[src/rtl/fm_nco_modulator.sv]
// FM modulator: sample FIFO, fixed-cadence consumer and phase-accumulator NCO.
// rf is the accumulator MSB; the increment is carrier plus the scaled sample.
module fm_nco_modulator #(
  parameter int clockRate        = 307_200_000,
  parameter int carrierFrequency = 106_500_000,
  parameter int phaseBits        = 32,
  parameter int sampleBits       = 24,
  parameter int deviationShift   = 7,
  parameter int sampleInterval   = 6400,
  parameter int fifoDepth        = 16
) (
  input  logic                                clk,
  input  logic                                reset,
  input  logic                                enable,
  input  logic                                carrierOnly,
  input  logic                                sampleValid,
  input  logic signed [sampleBits-1:0]        sampleData,
  output logic                                sampleReady,
  input  logic                                clearUnderrun,
  output logic                                underrun,
  output logic [$clog2(fifoDepth+1)-1:0]      fifoLevel,
  output logic                                rf
);

  localparam int PB = phaseBits;
  localparam int SB = sampleBits;
  localparam int AW = $clog2(fifoDepth);
  localparam int LW = $clog2(fifoDepth + 1);
  localparam int CW = $clog2(sampleInterval);

  localparam logic [127:0] NUM =
    (128'(1) << phaseBits) * 128'(carrierFrequency);
  localparam logic [127:0] CD_FULL =
    (NUM + 128'(clockRate / 2)) / 128'(clockRate);
  localparam logic [PB-1:0] CARRIER_DELTA = CD_FULL[PB-1:0];

  localparam logic [CW-1:0] CNT_LAST = CW'(sampleInterval - 1);
  localparam logic [LW-1:0] LVL_FULL = LW'(fifoDepth);

  logic [SB-1:0]        mem_q [fifoDepth];
  logic [AW-1:0]        wr_q, wr_d;
  logic [AW-1:0]        rd_q, rd_d;
  logic [LW-1:0]        level_q, level_d;
  logic [CW-1:0]        cnt_q, cnt_d;
  logic signed [SB-1:0] cur_sample_q, cur_sample_d;
  logic [PB-1:0]        phase_delta_q, phase_delta_d;
  logic [PB-1:0]        phase_q, phase_d;
  logic                 underrun_q, underrun_d;

  logic          full;
  logic          empty;
  logic          push;
  logic          pop;
  logic          tick;
  logic [PB-1:0] ext;

  assign full        = (level_q == LVL_FULL);
  assign empty       = (level_q == '0);
  assign sampleReady = reset & ~full;
  assign push        = sampleValid & sampleReady;
  assign tick        = enable & (cnt_q == CNT_LAST);
  assign pop         = tick & ~empty;
  assign ext         = PB'(cur_sample_q);

  always_comb begin
    wr_d          = wr_q;
    rd_d          = rd_q;
    level_d       = level_q;
    cnt_d         = cnt_q;
    cur_sample_d  = cur_sample_q;
    underrun_d    = underrun_q;
    phase_delta_d = CARRIER_DELTA;
    phase_d       = '0;

    if (push) wr_d = wr_q + AW'(1);
    if (pop) begin
      rd_d         = rd_q + AW'(1);
      cur_sample_d = mem_q[rd_q];
    end

    unique case ({push, pop})
      2'b10:   level_d = level_q + LW'(1);
      2'b01:   level_d = level_q - LW'(1);
      default: level_d = level_q;
    endcase

    if (enable) cnt_d = tick ? '0 : cnt_q + CW'(1);

    // An empty-FIFO tick outranks a same-cycle clear.
    if (tick && empty)      underrun_d = 1'b1;
    else if (clearUnderrun) underrun_d = 1'b0;

    if (!carrierOnly)
      phase_delta_d = CARRIER_DELTA + (ext << deviationShift);

    if (enable) phase_d = phase_q + phase_delta_q;
  end

  always_ff @(posedge clk) begin
    if (push) mem_q[wr_q] <= sampleData;
  end

  always_ff @(posedge clk) begin
    if (!reset) begin
      wr_q          <= '0;
      rd_q          <= '0;
      level_q       <= '0;
      cnt_q         <= '0;
      cur_sample_q  <= '0;
      phase_delta_q <= '0;
      phase_q       <= '0;
      underrun_q    <= 1'b0;
    end else begin
      wr_q          <= wr_d;
      rd_q          <= rd_d;
      level_q       <= level_d;
      cnt_q         <= cnt_d;
      cur_sample_q  <= cur_sample_d;
      phase_delta_q <= phase_delta_d;
      phase_q       <= phase_d;
      underrun_q    <= underrun_d;
    end
  end

  assign underrun  = underrun_q;
  assign fifoLevel = level_q;
  assign rf        = phase_q[PB-1];

endmodule

[config.mk]
export PLATFORM = sky130hd
export DESIGN_NAME = fm_nco_modulator
export DESIGN_NICKNAME = d
export VERILOG_FILES = /design/src/rtl/fm_nco_modulator.sv
export SDC_FILE = /design/constraint.sdc
export NUM_CORES = 1
export LEC_CHECK = 0
export BUFFER_PORTS_ARGS = -buffer_cell sky130_fd_sc_hd__buf_4
export CORE_ASPECT_RATIO = 1.75
export CORE_MARGIN = 3
export CORE_UTILIZATION = 40
export CTS_CLUSTER_SIZE = 16
export DETAILED_ROUTE_END_ITERATION = 16
export HOLD_SLACK_MARGIN = 0.06
export MAX_ROUTING_LAYER = met4
export PLACE_DENSITY = 0.6
export SLEW_MARGIN = 20
export SYNTH_ARGS = -nofsm -noshare
export SYNTH_HDL_FRONTEND = slang
export SYNTH_SLANG_ARGS = --single-unit
[constraint.sdc]
create_clock -name clk -period 3.84 [get_ports clk]
set_input_delay 0.384 -clock clk [delete_from_list [all_inputs] [get_ports clk]]
set_output_delay 0.384 -clock clk [all_outputs]
set_load 0.005 [all_outputs]
==> qor.txt <==
Mapped Area - 19400 µm²
Post-Synth XOR/XNOR Area - 2.07%
simple-gate share of the synthesized area - 6.01%
YS warnings - 0
die height - 298 µm
sequential share of power - 56.9%
total track usage - 16.3%
maximum vdd drop - 0.000424 V
routability cong. - 0.788
Fin. Hold Viols - 0
FFs w/ async S/R, synth - 0%
critical path peak fanout - 10
synthesis-to-finish area growth - 13.0%
CTS Hold Bufs - 0
Die ar. - 51400 µm²
ys flop type - edfxtp_1
number of buffers added on ports - 37
area share of the leading cell type in the synthesized netlist - 59.3%
post-synthesis adder-cell area fraction - 2.36%
Synth cell types - 62
CP endpoint kind - register
Final Setup Violations - 0
EDFF count, synth - 384
path type of the worst min-delay path - input port to register
H-Tree Depth - 2
Setup Buffers After CTS - 0
Total Power - 10.0 mW
most common library cells after synthesis - edfxtp_1, mux4_2, dfxtp_1
slew margin rel. - 33.6%
worst-path cell chain - and4_1 > nand3_1 > or4_1 > nor2_1 > ha_1 > xor2_1 > ha_1 > nor2_1 > nor3b_1 > o21ai_0 > a31oi_1 > xor2_1 > and2_1
worst path arrival time - 3710 ps
Leak - 7.08 nW
Num CTS Buffers - 43
status - finished clean
Worst path top cell family by delay - simple AND/OR/NAND/NOR gates
CP max stage delay - 610 ps
synthesized net count - 1189
Worst-Margin Slew - 993 ps
Rows - 106
count leader, synth - edfxtp_1
Core ar. - 47900 µm²
combinational share of power - 2.2%
Die W - 173 µm
post-cts sizing count - 0
fillcell total - 4116
number of remaining DRC errors - 0
switch share - 19.8%
post-DP HPWL - 23400 µm
initial antenna violation count - 1
Synth Area per Inst - 17.3 µm²
Initial DRC Count - 672
Syn Inst Count - 1123
P_int - 8.05 mW
root buf cell - clkbuf_16
vias per cell - 5.26
share of total power in the clock network - 40.9%
PwrDens - 457 nW/µm²
Synth area leaders - edfxtp_1, mux4_2, dfxtp_1, ha_1, nand2_1
Nets - 1240
wirelength, routed - 40200 µm
Crit Path Class - register to register
multiplexer share of the synthesized area - 14.3%
Top Ports - 38
average routed wire per standard cell - 21.6 µm
fin. max-slew vios - 0
share of layout cells above drive strength 1 - 22.1%
Net Sw Power - 1.99 mW
first-pass GRT wire length - 62100 µm
Starting Density - 40.6%
cell type with the largest total area after synthesis - edfxtp_1
Via Count - 9768
skew final - 29.1 ps
pin count of the biggest net entering global routing - 100
Compound-Gate Fraction of Synth Area - 3.84%
CTS tree - yes
Setup crit start kind - register
Worst Path Required - 4270 ps
crit share post-route - 85.5%
setup TNS - 0 ps
Max clock buf depth - 3
total congestion overflow - 0
largest family of logic cells by synthesized area - multiplexers
clk sinks - 485
Max Clock Freq - 0.305 GHz
vias in the first global route - 10200
Clock transition at path regs - 60 ps
RSZ-0062 raised after global routing - false
Period minus WS final - 3280 ps
FF+latch count, synth - 485
Clock Latency Late Sink - 560 ps
First-pass DRT Iterations - 4
sequential share of the synthesized area - 69.7%
Final ANT Viol Nets - 0
WP buf/inv - 0
maxcap violations - 0
Slowest-stage cell, CP - or4_1
final timing paths:
kind / start / slack [ps] / cells past startpoint / end
min reg2reg: cur_sample_q[3] / 440 / 2 / cur_sample_q[3]
max: cnt_q[2] / 560 / 13 / fifoLevel[4]
max reg2reg: cnt_q[2] / 560 / 13 / fifoLevel[4]
min: sampleData[3] / 120 / 1 / mem_q[1][3]
cell usage in the layout (no fill, tap or decap), drive strengths merged, types with 21 or more instances in the layout:
cell type,n
o21ai,40
ha,35
nand2,92
buf,64
xnor2,21
xor2,25
and2,30
edfxtp,384
clkbuf,55
dfxtp,101
nor2,56
mux4,120
clkinv,21
a21oi,28
metrics by stage:
stage | worst slack (ps) | cell area, µm² | hold slack, ps | std cells | utilization [%]
finish | 557 | 21900 | 120 | 1858 | 45.8
global route | 343 | 21900 | 113 | 1858 | 45.8
CTS | 540 | 21900 | 95.9 | 1857 | 45.8
detailed placement | 443 | 20600 | 438 | 1777 | 43.0
global placement | 530 | 20600 | 434 | 1777 | 43.0
floorplan | 358 | 19400 | 424 | 1123 | -
power by group through the flow:
stage | registers [mW] | clock network (mW) | logic, mW
floorplan | 5.82 | 0 | 0.106
global placement | 5.82 | 0 | 0.222
detailed placement | 5.82 | 0 | 0.230
CTS | 5.71 | 4.22 | 0.230
global route | 5.71 | 4.42 | 0.248
finish | 5.71 | 4.10 | 0.224
registers in the layout, indices dropped and copies added (netlist names):
signal         count
cnt_q             13
cur_sample_q      24
fifoLevel          5
mem_q            384
phase_delta_q     25
phase_q           25
rd_q               4
underrun           1
wr_q               4
cell families (layout without fill, tap and decap cells):
family | Yosys count | count (layout)
other cells | 0 | 1
buf+inv | 66 | 152
flops | 485 | 485
simple gates | 245 | 245
fa+ha+maj | 36 | 36
compound gates | 119 | 119
mux | 126 | 126
xor+xnor | 46 | 46
layer usage:
layer	vias up	part of all wire, %	track usage (%)
met2	200	56	30.2
met4	0	3.3	5.76
met3	63	3.7	1.99
met5	-	0	-
li1	4475	-	-
met1	5030	37	18.0
final cells by class:
type	count	area (µm²)	share of cell area [%]
sequential	485	13600	61.8
multi-input combinational	572	5660	25.8
clock buffer	55	1190	5.44
tap	648	811	3.69
timing repair buffer	64	531	2.42
clock inverter	25	155	0.707
inverter	8	30.0	0.137
antenna	1	2.50	0.0114
No activity file was read; power rests on OpenSTA's default activity.
